## src/rtl/scoreboard_pkg.sv

```systemverilog
// Shared types and helpers for the timed-level scoreboard controller.
package scoreboard_pkg;

    typedef enum logic [2:0] {
        ST_IDLE = 3'd0,
        ST_RUN  = 3'd1,
        ST_EVAL = 3'd2,
        ST_LOAD = 3'd3,
        ST_DONE = 3'd4
    } state_t;

    typedef logic [3:0] bcd_digit_t;

    localparam bcd_digit_t BCD_NINE = 4'd9;

    // Pass threshold for a level; clamped at zero for small levels.
    function automatic int unsigned pass_threshold(input int unsigned level,
                                                   input int unsigned step,
                                                   input int unsigned offset);
        if (level * step > offset)
            return level * step - offset;
        else
            return 0;
    endfunction

endpackage

```

## src/rtl/scoreboard_ctrl_param_bcd_sat_adder.sv

```systemverilog
// Combinational multi-digit BCD adder of a single-digit addend; clamps to all-9s on overflow.
module bcd_sat_adder
    import scoreboard_pkg::*;
#(
    parameter int DIGITS = 3
) (
    input  logic [4*DIGITS-1:0] a,
    input  logic [3:0]          addend,
    output logic [4*DIGITS-1:0] sum,
    output logic                sat
);

    logic [DIGITS:0]     carry;
    logic [4*DIGITS-1:0] raw_sum;

    assign carry[0] = 1'b0;

    generate
        for (genvar gi = 0; gi < DIGITS; gi++) begin : g_digit
            logic [3:0] add_in;
            logic [4:0] raw;
            logic [3:0] adj;

            assign add_in = (gi == 0) ? addend : 4'd0;
            assign raw    = {1'b0, a[gi*4 +: 4]} + {1'b0, add_in} + {4'd0, carry[gi]};
            // raw is 10..19 whenever a carry is produced, so the low nibble minus 10 is exact mod 16
            assign adj    = raw[3:0] - 4'd10;
            assign carry[gi+1] = (raw > 5'd9);
            assign raw_sum[gi*4 +: 4] = carry[gi+1] ? adj : raw[3:0];
            assign sum[gi*4 +: 4]     = sat ? BCD_NINE : raw_sum[gi*4 +: 4];
        end
    endgenerate

    assign sat = carry[DIGITS];

endmodule

```

## src/rtl/scoreboard_ctrl_param.sv

```systemverilog
// Timed-level scoreboard: 1 s prescaler, BCD countdown, saturating BCD score, level pass gating.
module scoreboard_ctrl_param
    import scoreboard_pkg::*;
#(
    parameter int TICKS_PER_SEC = 50_000_000,
    parameter int TIME_SECS     = 60,
    parameter int PTS_DIGITS    = 3,
    parameter int NUM_LEVELS    = 2,
    parameter int PTS_NORMAL    = 2,
    parameter int PTS_BONUS     = 3,
    parameter int BONUS_SECS    = 15,
    parameter int PASS_STEP     = 100,
    parameter int PASS_OFFSET   = 50
) (
    input  logic                    clk,
    input  logic                    rst,
    input  logic                    st,
    input  logic                    pt,
    input  logic                    pause,
    output logic [4*PTS_DIGITS-1:0] score_bcd,
    output logic [7:0]              timer_bcd,
    output logic [3:0]              level_bcd,
    output logic                    running,
    output logic                    done,
    output logic                    win
);

    localparam int PW = (TICKS_PER_SEC > 2) ? $clog2(TICKS_PER_SEC) : 1;
    localparam int SW = $clog2(10 ** PTS_DIGITS);
    localparam logic [PW-1:0] PRESC_MAX = PW'(TICKS_PER_SEC - 1);
    localparam logic [SW-1:0] SCORE_MAX = SW'(10 ** PTS_DIGITS - 1);
    localparam logic [7:0]    TIME_BCD  = {4'(TIME_SECS / 10), 4'(TIME_SECS % 10)};

    state_t                  state_reg, state_next;
    logic [4*PTS_DIGITS-1:0] score_reg, score_next;
    logic [SW-1:0]           shadow_reg, shadow_next;
    logic [7:0]              timer_reg, timer_next;
    logic [3:0]              level_reg, level_next;
    logic [PW-1:0]           presc_reg, presc_next;
    logic                    done_reg, done_next;
    logic                    win_reg, win_next;
    logic                    advance_reg, advance_next;

    logic [6:0]              timer_bin;
    logic [3:0]              amount;
    logic [4*PTS_DIGITS-1:0] score_sum;
    logic                    score_sat;
    logic [SW-1:0]           shadow_sum;
    logic [7:0]              timer_dec;
    logic                    tick;
    logic                    pass;

    // Bonus decision uses the timer value before this cycle's tick
    assign timer_bin  = 7'(timer_reg[7:4]) * 7'd10 + 7'(timer_reg[3:0]);
    assign amount     = (32'(timer_bin) <= BONUS_SECS) ? 4'(PTS_BONUS) : 4'(PTS_NORMAL);
    assign shadow_sum = score_sat ? SCORE_MAX : shadow_reg + SW'(amount);
    assign timer_dec  = (timer_reg[3:0] == 4'd0) ? {timer_reg[7:4] - 4'd1, 4'd9}
                                                 : {timer_reg[7:4], timer_reg[3:0] - 4'd1};
    assign tick       = !pause && (presc_reg == PRESC_MAX);
    assign pass       = 32'(shadow_reg) >= pass_threshold(32'(level_reg), PASS_STEP, PASS_OFFSET);

    bcd_sat_adder #(
        .DIGITS (PTS_DIGITS)
    ) u_adder (
        .a      (score_reg),
        .addend (amount),
        .sum    (score_sum),
        .sat    (score_sat)
    );

    always_comb begin
        state_next   = state_reg;
        score_next   = score_reg;
        shadow_next  = shadow_reg;
        timer_next   = timer_reg;
        level_next   = level_reg;
        presc_next   = presc_reg;
        done_next    = done_reg;
        win_next     = win_reg;
        advance_next = advance_reg;

        case (state_reg)
            ST_IDLE: begin
                if (st) begin
                    state_next   = ST_LOAD;
                    advance_next = 1'b0;
                end
            end
            ST_LOAD: begin
                if (advance_reg) begin
                    level_next = level_reg + 4'd1;
                end else begin
                    score_next  = '0;
                    shadow_next = '0;
                    level_next  = 4'd1;
                end
                timer_next   = TIME_BCD;
                presc_next   = '0;
                done_next    = 1'b0;
                win_next     = 1'b0;
                advance_next = 1'b0;
                state_next   = ST_RUN;
            end
            ST_RUN: begin
                if (pt) begin
                    score_next  = score_sum;
                    shadow_next = shadow_sum;
                end
                if (!pause)
                    presc_next = tick ? '0 : presc_reg + 1'b1;
                if (tick) begin
                    timer_next = timer_dec;
                    if (timer_reg == 8'h01)
                        state_next = ST_EVAL;
                end
            end
            ST_EVAL: begin
                if (pass && (32'(level_reg) < NUM_LEVELS)) begin
                    state_next   = ST_LOAD;
                    advance_next = 1'b1;
                end else begin
                    state_next = ST_DONE;
                    done_next  = 1'b1;
                    win_next   = pass;
                end
            end
            ST_DONE: begin
                if (st) begin
                    state_next   = ST_LOAD;
                    advance_next = 1'b0;
                end
            end
            default: state_next = ST_IDLE;
        endcase
    end

    always_ff @(posedge clk) begin
        if (rst) begin
            state_reg   <= ST_IDLE;
            score_reg   <= '0;
            shadow_reg  <= '0;
            timer_reg   <= TIME_BCD;
            level_reg   <= 4'd1;
            presc_reg   <= '0;
            done_reg    <= 1'b0;
            win_reg     <= 1'b0;
            advance_reg <= 1'b0;
        end else begin
            state_reg   <= state_next;
            score_reg   <= score_next;
            shadow_reg  <= shadow_next;
            timer_reg   <= timer_next;
            level_reg   <= level_next;
            presc_reg   <= presc_next;
            done_reg    <= done_next;
            win_reg     <= win_next;
            advance_reg <= advance_next;
        end
    end

    assign score_bcd = score_reg;
    assign timer_bcd = timer_reg;
    assign level_bcd = level_reg;
    assign running   = (state_reg == ST_RUN);
    assign done      = done_reg;
    assign win       = win_reg;

endmodule

```

## config.mk

```make
export PLATFORM = sky130hd
export DESIGN_NAME = scoreboard_ctrl_param
export DESIGN_NICKNAME = d
export VERILOG_FILES = /design/src/rtl/scoreboard_pkg.sv /design/src/rtl/scoreboard_ctrl_param_bcd_sat_adder.sv /design/src/rtl/scoreboard_ctrl_param.sv
export SDC_FILE = /design/constraint.sdc
export NUM_CORES = 1
export LEC_CHECK = 0
export ABC_AREA = 1
export CAP_MARGIN = 20
export CORE_MARGIN = 1
export CORE_UTILIZATION = 40
export DETAILED_ROUTE_END_ITERATION = 7
export GPL_ROUTABILITY_DRIVEN = 0
export PLACE_DENSITY = 0.69
export SETUP_SLACK_MARGIN = 0.05
export SLEW_MARGIN = 40
export SYNTH_ARGS = -nofsm -noshare
export SYNTH_HDL_FRONTEND = slang
export SYNTH_SLANG_ARGS = --single-unit
```

## constraint.sdc

```tcl
create_clock -name clk -period 5.8 [get_ports clk]
set_input_delay 1.45 -clock clk [delete_from_list [all_inputs] [get_ports clk]]
set_output_delay 1.45 -clock clk [all_outputs]
set_load 0.02 [all_outputs]
```

# Word level (Yosys, flattened, before mapping)
# Index checks and enable logic that the tools add are counted.
# Widths: inputs -> output; s select.
# totals
register_bits,66
inputBits,5
output_inout_bits,27
wordCells,95
# op_classes
add_sub_neg,12
multipliers,2
order_cmp,7
eq_ne,15
n_mux,33
reduce_logical,16
# op_table
operator,count
$mux 26,2
$pmux 26 s2,1
$ge 10x32->1,1
$mux 32,1
$mux 10,3
$add 26x1->26 const B,1
$eq 26x26->1 const B,1
$mux 12,2
$mux 4,6
$pmux 12 s2,1
$pmux 10 s2,1
$mux 8,2
$pmux 8 s2,1
$gt 5x4->1 const B,3
$mux 3,4
$pmux 3 s4,1
$reduce_and 3->1,4
$sub 11x6->12 const B,1
$gt 11x6->1 const B,1
$add 10x2->10,1
$add 4x1->5,2
$ne 2x2->1 const B,5
$mul 4x5->9 const B,1
$eq 8x1->1 const B,1
23 further kinds,38

# Logic depth before layout (Yosys ltp)
# Gate-level depths: netlist (run 1).
# depth
ltp_word,13
ltp_mapped,32
mapped_depth_nobuf,32

# Cells and area by module
# Synthesis (run 1) repeated with hierarchy kept, for this count alone.
# unflattened
cells_unflattened,688
area_unflattened_um2,4734.5
# modules_own_cells
mod,instances,cells_per_inst,area_per_inst_um2,seq_area_each_um2
scoreboard_ctrl_param,1,605,4182.8,1321.3
bcd_sat_adder,1,83,551.8,0.0

# Worst setup path after synthesis (run 1)
# Ideal clock, no wire load.
# synth_timing
kind,register to register
start,"reg timer_reg[7], in the netlist timer_bcd[7]"
end,"reg score_reg[2], in the netlist score_bcd[2]"
setup_time_ns,0.070
arrival_time_ns,5.095
required_ns,5.730
setup_slack_ns,0.635
stages_incl_launch_ff,32
n_path_buf,0
period_less_slack_ns,5.165
cell_sequence,dfxtp_1 -> ha_1 -> ha_1 -> inv_1 -> fa_1 -> nor3_1 -> xor2_1 -> nand2_1 -> nor2_1 -> ha_1 -> inv_1 -> ha_1 -> xor2_1 -> inv_1 -> o21ai_0 -> nand2_1 -> ha_1 -> ha_1 -> xnor2_1 -> a21o_1 -> nand2_1 -> ha_1 -> ha_1 -> xnor2_1 -> inv_1 -> o21ai_1 -> nand2_1 -> inv_2 -> nand2_1 -> nor2_2 -> o211ai_1 -> a21oi_1
# synth_via
elab_chain_cells,13
elab_cells_between_ends,15
cone_classes,add/sub: 5; mul: 1; order compare: 4; mux: 5
# synth_lines
item,line,text
"start, declared",scoreboard_ctrl_param.sv:37,"logic [7:0] timer_reg, timer_next;"
"start signal, assigned",scoreboard_ctrl_param.sv:152,timer_reg <= timer_next;
$mul 4x3->6 *,scoreboard_ctrl_param.sv:54,assign timer_bin = 7'(timer_reg[7:4]) * 7'd10 + 7'(timer_reg[3:0]);
$add 7x4->7 *,scoreboard_ctrl_param.sv:54,
$le 7x4->1 *,scoreboard_ctrl_param.sv:55,assign amount = (32'(timer_bin) <= BONUS_SECS) ? 4'(PTS_BONUS) : 4'(PTS_NORMAL);
$mux 1 *,scoreboard_ctrl_param.sv:55,
$add 4x2->5 *,scoreboard_ctrl_param_bcd_sat_adder.sv:25,"assign raw = {1'b0, a[gi*4 +: 4]} + {1'b0, add_in} + {4'd0, carry[gi]};"
$gt 5x4->1,scoreboard_ctrl_param_bcd_sat_adder.sv:28,assign carry[gi+1] = (raw > 5'd9);
$add 4x1->5,scoreboard_ctrl_param_bcd_sat_adder.sv:25,
$gt 5x4->1,scoreboard_ctrl_param_bcd_sat_adder.sv:28,
$add 4x1->5,scoreboard_ctrl_param_bcd_sat_adder.sv:25,
$gt 5x4->1,scoreboard_ctrl_param_bcd_sat_adder.sv:28,
$mux 4 *,scoreboard_ctrl_param_bcd_sat_adder.sv:30,assign sum[gi*4 +: 4] = sat ? BCD_NINE : raw_sum[gi*4 +: 4];
$mux 12 *,scoreboard_ctrl_param.sv:105,if (pt) begin
$pmux 12 s2 *,scoreboard_ctrl_param.sv:82,case (state_reg)
"end signal, assigned",scoreboard_ctrl_param.sv:150,score_reg <= score_next;
"end, declared",scoreboard_ctrl_param.sv:35,"logic [4*PTS_DIGITS-1:0] score_reg, score_next;"
# Mark *: on every way between the ends. The rest lies on a longest branch, timed or not. The select of a mux whose other input is x is not followed.
# A chain may end at the register's enable or synchronous reset.

# Worst setup path after layout (run 1)
# layout_timing
start,"reg timer_reg[5], in the netlist timer_bcd[5]"
end,"reg score_reg[2], in the netlist score_bcd[2]"
# The elaborated chain is that of the path after synthesis.

==> reports/qor.yml, run 1 <==
status: "complete, no violations"
r2r-end: "score_bcd[2]$_SDFFE_PP0P_"
slowest_stage: "fa_1"
cp_max_fo: 6
vias_per_cell: 5.01
die_w_um: 108
cts_setup_buffers: 0
power_leakage_nw: 2.14
finalSetupTns_ps: 0
clock-sinks: 66
drcViolationCount: 0
grt_pass1_vias: 3884
area_growth_pct: 14.5
report.final.slew_viol_count: 0
ant_nets: 0
tritoncts: "built"
hold_path_end: "advance_reg$_SDFFE_PP0P_"
post-route-min-period_ps: 5370
grt_overflow: 0
rsz0062_at_grt: "false"
coreArea_um2: 10800
comb_power_share_pct: 33.8
max_freq_ghz: 0.186
hold_start: "advance_reg$_SDFFE_PP0P_"
powerDensity_nw_per_um2: 271
io_pins: 32
crit_path_end_kind: "flip-flop"
synth-seq-cells: 66
fin_skew_ps: 10.2
reg2reg_depth: 31
cts_buffers: 9
ctsRootBufferMaster: "clkbuf_8"
setup_violations: 0
drtIter0Drc: 209
first_pass_iters: 4
dieArea_um2: 11600
seqPwrFrac_pct: 38.2
hold_viol_final: 0
p_int_mw: 0.846
grt_antenna_before_repair: 0
port_buffers: 31
initial_utilization_pct: 41.1
h-tree-depth: 3
final_util_pct: 47.0
worst_pin_slew_ps: 674
path_clk_slew_ps: 80
diodes: 0
grt_max_degree: 36
slew_headroom_pct: 55.1
ff_latch_area_um2: 1320
netlist_instances: 637
p_clk_share_pct: 28.0
rrSetupSlack_ps: 430
period_share_pct: 92.5
p_total_mw: 1.38
ir_drop_v: 0.000148
stdcell_area_um2: 5100
yosys_warnings: 0
post-place-cells: 798
cts-resized-gates: 0
multi_input_area_um2: 2730
swShare_pct: 38.7
worstSetupPathType: "flip-flop to flip-flop"
reg2reg_from: "timer_bcd[5]$_SDFFE_PP1P_"
synth_nets: 685
synth_edf_count: 0
hold_depth: 2
clkLatencyLatePin_ps: 360
layout_common_cells: "132 x nand2_1, 88 x inv_1, 64 x dfxtp_1, 58 x nor2_1, 48 x a21oi_1"
netlist_area_um2: 4450
synth_cell_type_count: 44
clk_path_buf_depth: 2
route.final.wire_length_um: 10100
worstPathRequired_ps: 6090
async_reset_ff_share_pct: 0
drive_above_1_share_pct: 8.02
largest_reg_flops: 26
switchingPower_mw: 0.535
min-delay-path-class: "flip-flop to flip-flop"
ys_seq_area_share_pct: 29.7
cpPeakStageDelay_ps: 450
synth_flop_cell: "dfxtp_1"
hold_buffers: 0
cp-start-kind: "flip-flop"
cp_common_cell: "ha_1"
final_common_cell: "nand2_1"
syn_area_per_cell_um2: 6.99
wire_per_inst_um: 12.4
stdcell_count: 813
arrival_ps: 5660
vias: 4075
track_usage_pct: 18.5
row_count: 38
maxCapViolCount: 0
grt_pass1_wl_um: 16900
place_area_um2: 4880
nFillCells: 1095
fin_nets: 717
die_h_um: 108
dp_hpwl_um: 7570
## logic make-up (layout without fill, tap and decap cells)
group | Yosys count | in the layout | share of synthesized area [%]
and+or+nand+nor | 290 | 290 | 30.0
buffers and inverters | 108 | 144 | 9.81
AOI/OAI and AO/OA | 102 | 102 | 12.4
DFF | 66 | 66 | 29.7
adders and majority gates | 43 | 43 | 12.6
xor gates and xnor gates | 28 | 28 | 5.51
## routing by layer
metal	global-route usage [%]	part of all wire [%]
met1	20.7	45
met2	33.4	50
met3	4.66	3.2
met4	6.95	1.7
met5	0	0
## worst max-delay path by stage
stage | startpoint | endpoint | slack, ps | cells after the start
3_3_place_gp | timer_bcd[7]$_SDFFE_PP0P_ | score_bcd[2]$_SDFFE_PP0P_ | 540 | 31
4_1_cts | timer_bcd[5]$_SDFFE_PP1P_ | score_bcd[2]$_SDFFE_PP0P_ | 190 | 31
5_1_grt | timer_bcd[5]$_SDFFE_PP1P_ | score_bcd[2]$_SDFFE_PP0P_ | 30 | 31
6_report | timer_bcd[5]$_SDFFE_PP1P_ | score_bcd[2]$_SDFFE_PP0P_ | 430 | 31
3_5_place_dp | timer_bcd[5]$_SDFFE_PP1P_ | score_bcd[2]$_SDFFE_PP0P_ | 230 | 31
2_1_floorplan | timer_bcd[7]$_SDFFE_PP0P_ | score_bcd[2]$_SDFFE_PP0P_ | 630 | 31
## layout make-up
class / count / share of cell area, %
Multi-Input combinational cell: 463 / 53.5
Clock inverter: 3 / 0.785
Timing Repair Buffer: 33 / 6.38
Clock buffer: 12 / 2.85
Inverter: 96 / 7.12
Tap cell: 140 / 3.44
Sequential cell: 66 / 26.0
## worst max-delay path, delay by kind of cell, from the launching register on
family,cells,cell delay [ps]
AOI/OAI and AO/OA,5,720
xor gates and xnor gates,4,660
adders and majority gates,9,2200
buffers and inverters,5,350
DFF,1,350
and+or+nand+nor,8,1050
## stage by stage
step	setup slack, ps	hold WS (ps)
after CTS	193	470
after detailed placement	233	460
after global routing	29.0	500
after floorplan	635	439
after global placement	536	453
final	433	470
## synth_stat cells (2+ instances only)
cell type,instances,area (µm²)
nand2_2,6,37.5
inv_1,88,330
o21ai_1,4,20.0
dfxtp_1,66,1320
xnor2_1,8,70.1
nand3b_1,4,30.0
a22oi_1,2,15.0
nor3b_1,3,22.5
buf_2,5,25.0
xor2_1,20,175
ha_1,40,500
nor2_2,5,31.3
and3_1,2,12.5
or2_2,2,12.5
nor3b_2,2,25.0
nand3_1,40,200
a21oi_1,48,240
buf_6,3,33.8
a21o_1,2,15.0
nor3_2,2,20.0
a211oi_1,4,30.0
inv_2,7,26.3
nand4_1,6,37.5
fa_1,3,60.1
clkbuf_1,3,11.3
o21ai_2,2,17.5
nand2_1,132,495
o21ai_0,34,170
nor3_1,20,100
nor2_1,58,218
nor4_1,3,18.8
## power groups by stage
stage          logic (mW)  clock network (mW)  registers [mW]
4_1_cts             0.465               0.397           0.527
3_3_place_gp        0.456                   0           0.534
5_1_grt             0.525               0.415           0.532
6_report            0.468               0.386           0.528
3_5_place_dp        0.463                   0           0.537
2_1_floorplan       0.340                   0           0.547
Note: power is estimated with default switching activity, not from simulation.
==> inputs of run 2 (changes only) <==
Settings changed: SETUP_SLACK_MARGIN 0.05 to 0.15, SLEW_MARGIN 40 to 30.
==> reports/qor.yml, run 2 (synthesized netlist as in run 1, its figures left out) <==
ant_nets: 0  # unchanged
crit_cells: 31  # unchanged
post-route-min-period_ps: 5300  # -63.1 ps
final_common_cell: "nand2_1"
tritoncts: "built"
finalWorstSetupSlack_ps: 496  # +63.1 ps
cts_buffers: 9  # unchanged
dp_hpwl_um: 7570  # unchanged
clkLatencyLatePin_ps: 360  # about the same
powerDensity_nw_per_um2: 271  # about the same
hold_depth: 2  # unchanged
drcViolationCount: 0  # unchanged
cp_max_fo: 6  # unchanged
fin_worst_hold_slack_ps: 470  # +0.00100 ps
crit_family: "adder cells"
grt_max_degree: 36  # unchanged
clk_path_buf_depth: 2  # unchanged
area_growth_pct: 14.7
worst_pin_slew_ps: 674  # -0.124 ps
cts_setup_buffers: 0  # unchanged
drtIter0Drc: 209  # unchanged
layout_common_cells: "131 x nand2_1, 88 x inv_1, 64 x dfxtp_1, 57 x nor2_1, 48 x a21oi_1"
slowest_stage: "fa_1"
grt_pass1_vias: 3884  # unchanged
grt_antenna_before_repair: 0  # unchanged
grt_overflow: 0  # unchanged
crit_path_end_kind: "flip-flop"
hold_viol_final: 0  # unchanged
max_freq_ghz: 0.189  # +1.2%
period_share_pct: 91.5  # -1.1 points
dieArea_um2: 11600  # unchanged
arrival_ps: 5590  # -70 ps
finalSetupTns_ps: 0  # unchanged
cp_common_cell: "ha_1"
setup_violations: 0  # unchanged
die_h_um: 108  # unchanged
ctsRootBufferMaster: "clkbuf_8"
vias: 4065  # -0.25%
status: "complete, no violations"
route.final.wire_length_um: 10100  # +0.25%
critPathBufInv: 5  # unchanged
coreArea_um2: 10800  # unchanged
clock-sinks: 66  # unchanged
cpPeakStageDelay_ps: 450  # about the same
reg2reg_depth: 31  # unchanged
place_area_um2: 4880  # unchanged
stdcell_area_um2: 5110  # +0.17%
vias_per_cell: 5.00  # -0.25%
p_total_mw: 1.38  # +0.19%
ir_drop_v: 0.000148  # about the same
fin_nets: 717  # unchanged
die_w_um: 108  # unchanged
wire_per_inst_um: 12.4  # +0.25%
diodes: 0  # unchanged
cp-start-kind: "flip-flop"
min-delay-path-class: "flip-flop to flip-flop"
pre_cts_ws_ps: 233  # unchanged
maxCapViolCount: 0  # unchanged
report.final.slew_viol_count: 0  # unchanged
first_pass_iters: 4  # unchanged
rsz0062_at_grt: "false"
io_pins: 32  # unchanged
worstSetupPathType: "flip-flop to flip-flop"
row_count: 38  # unchanged
grt_pass1_wl_um: 16900  # unchanged
port_buffers: 31  # unchanged
fin_skew_ps: 10.4  # +0.288 ps
power_leakage_nw: 2.14  # about the same
largest_reg_flops: 26  # unchanged
h-tree-depth: 3  # unchanged
drive_above_1_share_pct: 8.47  # +0.45 points
initial_utilization_pct: 41.1  # unchanged
slew_headroom_pct: 55.1  # about the same
track_usage_pct: 18.5  # unchanged
worstPathRequired_ps: 6090  # about the same
path_clk_slew_ps: 80  # about the same
[run 2: cell counts in the layout (fill, tap and decap cells not counted)]
No cell type changed its count.
[run 2: path summary, 6_finish.rpt]
path / from / end / slack [ps]
hold reg to reg: advance_reg$_SDFFE_PP0P_ / advance_reg$_SDFFE_PP0P_ / 470
hold / removal: advance_reg$_SDFFE_PP0P_ / advance_reg$_SDFFE_PP0P_ / 470
setup reg to reg: timer_bcd[5]$_SDFFE_PP1P_ / score_bcd[2]$_SDFFE_PP0P_ / 500
setup / recovery: timer_bcd[5]$_SDFFE_PP1P_ / score_bcd[2]$_SDFFE_PP0P_ / 500
[run 2: through the flow]
step / instances / util [%]
after CTS: 813 / 46.7
final: 813 / 47.1
after global placement: 798 / 45.0
after global routing: 813 / 47.1
after detailed placement: 798 / 45.0
after floorplan: 637 / -
[run 2: worst reg2reg max path, delay by kind of cell (launching register included)]
| kind | cells | cell delay, ps |
|---|---|---|
| and+or+nand+nor | 8 | 1000 |
| buffers and inverters | 5 | 350 |
| DFF | 1 | 350 |
| xor gates and xnor gates | 4 | 660 |
| adders and majority gates | 9 | 2160 |
| AOI/OAI and AO/OA | 5 | 720 |
[run 2: where the power goes]
group          total [mW]  switching (mW)  internal (mW)  leakage, nW
Clock               0.386           0.179          0.207       0.0962
Sequential          0.528          0.0413          0.487        0.533
Combinational       0.470           0.317          0.153         1.51
Total                1.38           0.537          0.847         2.14
[run 2: layout make-up]
cell class / count / area (µm²)
clock buffer: 12 / 145
inverter: 96 / 363
tap: 140 / 175
sequential: 66 / 1320
timing repair buffer: 33 / 325
multi-input combinational: 463 / 2730
clock inverter: 3 / 40.0
fill: 1090 / 5730
[run 2: per-layer routing]
layer / share of wire [%] / track usage (%) / wire [µm]
met5: 0 / 0 / 0
met4: 1.5 / 6.95 / 148
met3: 3.5 / 4.66 / 350
met2: 50 / 33.4 / 5070
met1: 45 / 20.7 / 4550
[run 2: repair_timing]
action,in CTS,in global routing
endpoints found under the setup margin,0,21
hold buffers,0,0
resized for setup,0,11
==> inputs of run 3 (changes only) <==
Settings changed: CORE_UTILIZATION 40 to 50, PLACE_DENSITY 0.69 to 0.81.
==> reports/qor.yml, run 3 (synthesized netlist as in run 1, its figures left out) <==
status: "complete, no violations"
drive_above_1_share_pct: 9.62  # +1.1 points
final_util_pct: 59.1  # +12 points
dp_hpwl_um: 7380  # -2.5%
layout_common_cells: "130 x nand2_1, 87 x inv_1, 64 x dfxtp_1, 57 x nor2_1, 48 x a21oi_1"
ctsRootBufferMaster: "clkbuf_8"
rsz0062_at_grt: "false"
dieArea_um2: 9290  # -20%
ir_drop_v: 0.000199  # +35%
grt_pass1_wl_um: 16400  # -2.7%
crit_path_end_kind: "flip-flop"
hold_viol_final: 0  # unchanged
finalSetupTns_ps: 0  # unchanged
fin_skew_ps: 8.41  # -2.04 ps
period_share_pct: 91.6  # +0.13 points
post-route-min-period_ps: 5310  # +7.63 ps
clock-sinks: 66  # unchanged
cp-endpoint: "score_bcd[2]$_SDFFE_PP0P_"
fin_nets: 719  # +0.28%
p_total_mw: 1.44  # +3.8%
hold_buffers: 0  # unchanged
cp-start-kind: "flip-flop"
slew_headroom_pct: 54.0  # -1.1 points
worstSetupStartpoint: "timer_bcd[5]$_SDFFE_PP1P_"
area_growth_pct: 15.2
arrival_ps: 5590  # about the same
cpPeakStageDelay_ps: 450  # about the same
slowest_stage: "fa_1"
drcViolationCount: 0  # unchanged
grt_overflow: 0  # unchanged
cts_buffers: 9  # unchanged
setup_violations: 0  # unchanged
clkLatencyLatePin_ps: 350  # about the same
grt_max_degree: 36  # unchanged
initial_utilization_pct: 51.3  # +10 points
min-delay-path-class: "flip-flop to flip-flop"
nFillCells: 797  # -27%
die_h_um: 96.4  # -10%
r2r-end: "score_bcd[2]$_SDFFE_PP0P_"
track_usage_pct: 22.5  # +4.1 points
maxCapViolCount: 0  # unchanged
worstPathRequired_ps: 6080  # about the same
clk_path_buf_depth: 2  # unchanged
powerDensity_nw_per_um2: 280  # +3.3%
grt_pass1_vias: 3977  # +2.4%
port_buffers: 31  # unchanged
h-tree-depth: 3  # unchanged
wire_per_inst_um: 12.6  # +1.4%
cp_common_cell: "ha_1"
row_count: 34  # -11%
io_pins: 32  # unchanged
report.final.slew_viol_count: 0  # unchanged
path_clk_slew_ps: 80  # about the same
grt_antenna_before_repair: 0  # unchanged
vias_per_cell: 5.34  # +6.8%
power_leakage_nw: 2.16  # +0.91%
rrSetupSlack_ps: 490  # about the same
vias: 4185  # +3.0%
route.final.wire_length_um: 9900  # -2.2%
die_w_um: 96.4  # -10%
max_freq_ghz: 0.188  # -0.14%
reg2reg_depth: 31  # unchanged
drtIter0Drc: 168  # -20%
worst_pin_slew_ps: 690  # +16.3 ps
ant_nets: 0  # unchanged
first_pass_iters: 5  # +1
largest_reg_flops: 26  # unchanged
final_common_cell: "nand2_1"
tritoncts: "built"
coreArea_um2: 8680  # -20%
cp_max_fo: 6  # unchanged
diodes: 0  # unchanged
worstSetupPathType: "flip-flop to flip-flop"
reg2reg_from: "timer_bcd[5]$_SDFFE_PP1P_"
-- run 3: cell types whose count changed in the layout (fill, tap and decap cells not counted), sizes merged --
cell,delta
clkinvlp,+2
bufinv,+1
clkbuf,-3
buf,+2
clkinv,-1
inv,+2
-- run 3: worst max-delay path, delay by kind of cell, from the launching register on --
| kind | cells | cell delay, ps |
|---|---|---|
| AOI/OAI and AO/OA | 5 | 700 |
| xor gates and xnor gates | 4 | 660 |
| adders and majority gates | 9 | 2210 |
| buffers and inverters | 5 | 370 |
| DFF | 1 | 350 |
| and+or+nand+nor | 8 | 960 |
-- run 3: how the worst min path moves through the flow --
| stage | depth (start not counted) | to | startpoint | slack (ps) |
|---|---|---|---|---|
| after floorplan | 2 | advance_reg$_SDFFE_PP0P_ | advance_reg$_SDFFE_PP0P_ | 440 |
| after global placement | 2 | advance_reg$_SDFFE_PP0P_ | advance_reg$_SDFFE_PP0P_ | 450 |
| after detailed placement | 2 | shadow_reg[1]$_SDFFE_PP0P_ | shadow_reg[1]$_SDFFE_PP0P_ | 470 |
| after CTS | 2 | shadow_reg[1]$_SDFFE_PP0P_ | shadow_reg[1]$_SDFFE_PP0P_ | 480 |
| after global routing | 2 | advance_reg$_SDFFE_PP0P_ | advance_reg$_SDFFE_PP0P_ | 490 |
| final | 2 | shadow_reg[1]$_SDFFE_PP0P_ | shadow_reg[1]$_SDFFE_PP0P_ | 470 |
-- run 3: report_power, final --
group	leakage (nW)	switching [mW]	internal (mW)
clock	0.106	0.194	0.245
combinational	1.52	0.319	0.152
sequential	0.533	0.0406	0.486
total	2.16	0.553	0.884
-- run 3: what timing repair did --
action	CTS	global route
pin swaps	0	3
gates cloned	0	0
resized for setup	1	13
setup buffers	0	2
setup endpoints to repair	1	22
-- run 3: area by class of cell --
cell class | count | area, µm² | area share, %
Clock inverter | 7 | 101 | 1.98
Multi-Input combinational cell | 463 | 2740 | 53.5
Tap cell | 108 | 135 | 2.63
Sequential cell | 66 | 1320 | 25.8
Inverter | 96 | 363 | 7.07
Timing Repair Buffer | 35 | 340 | 6.63
Clock buffer | 9 | 124 | 2.41
-- run 3: per-layer routing --
metal  part of all wire (%)  track usage [%]
met1                     42             24.0
met2                     52             41.7
met3                    4.4             5.87
met4                    1.4             9.68
met5                      0                0
-- run 3: stage by stage --
stage / instances / setup WS [ps] / hold slack [ps] / area (µm²)
global placement: 766 / 551 / 452 / 4840
floorplan: 637 / 635 / 439 / 4450
global route: 784 / 116 / 492 / 5130
CTS: 782 / 180 / 478 / 5070
finish: 784 / 488 / 474 / 5130
detailed placement: 766 / 145 / 468 / 4840
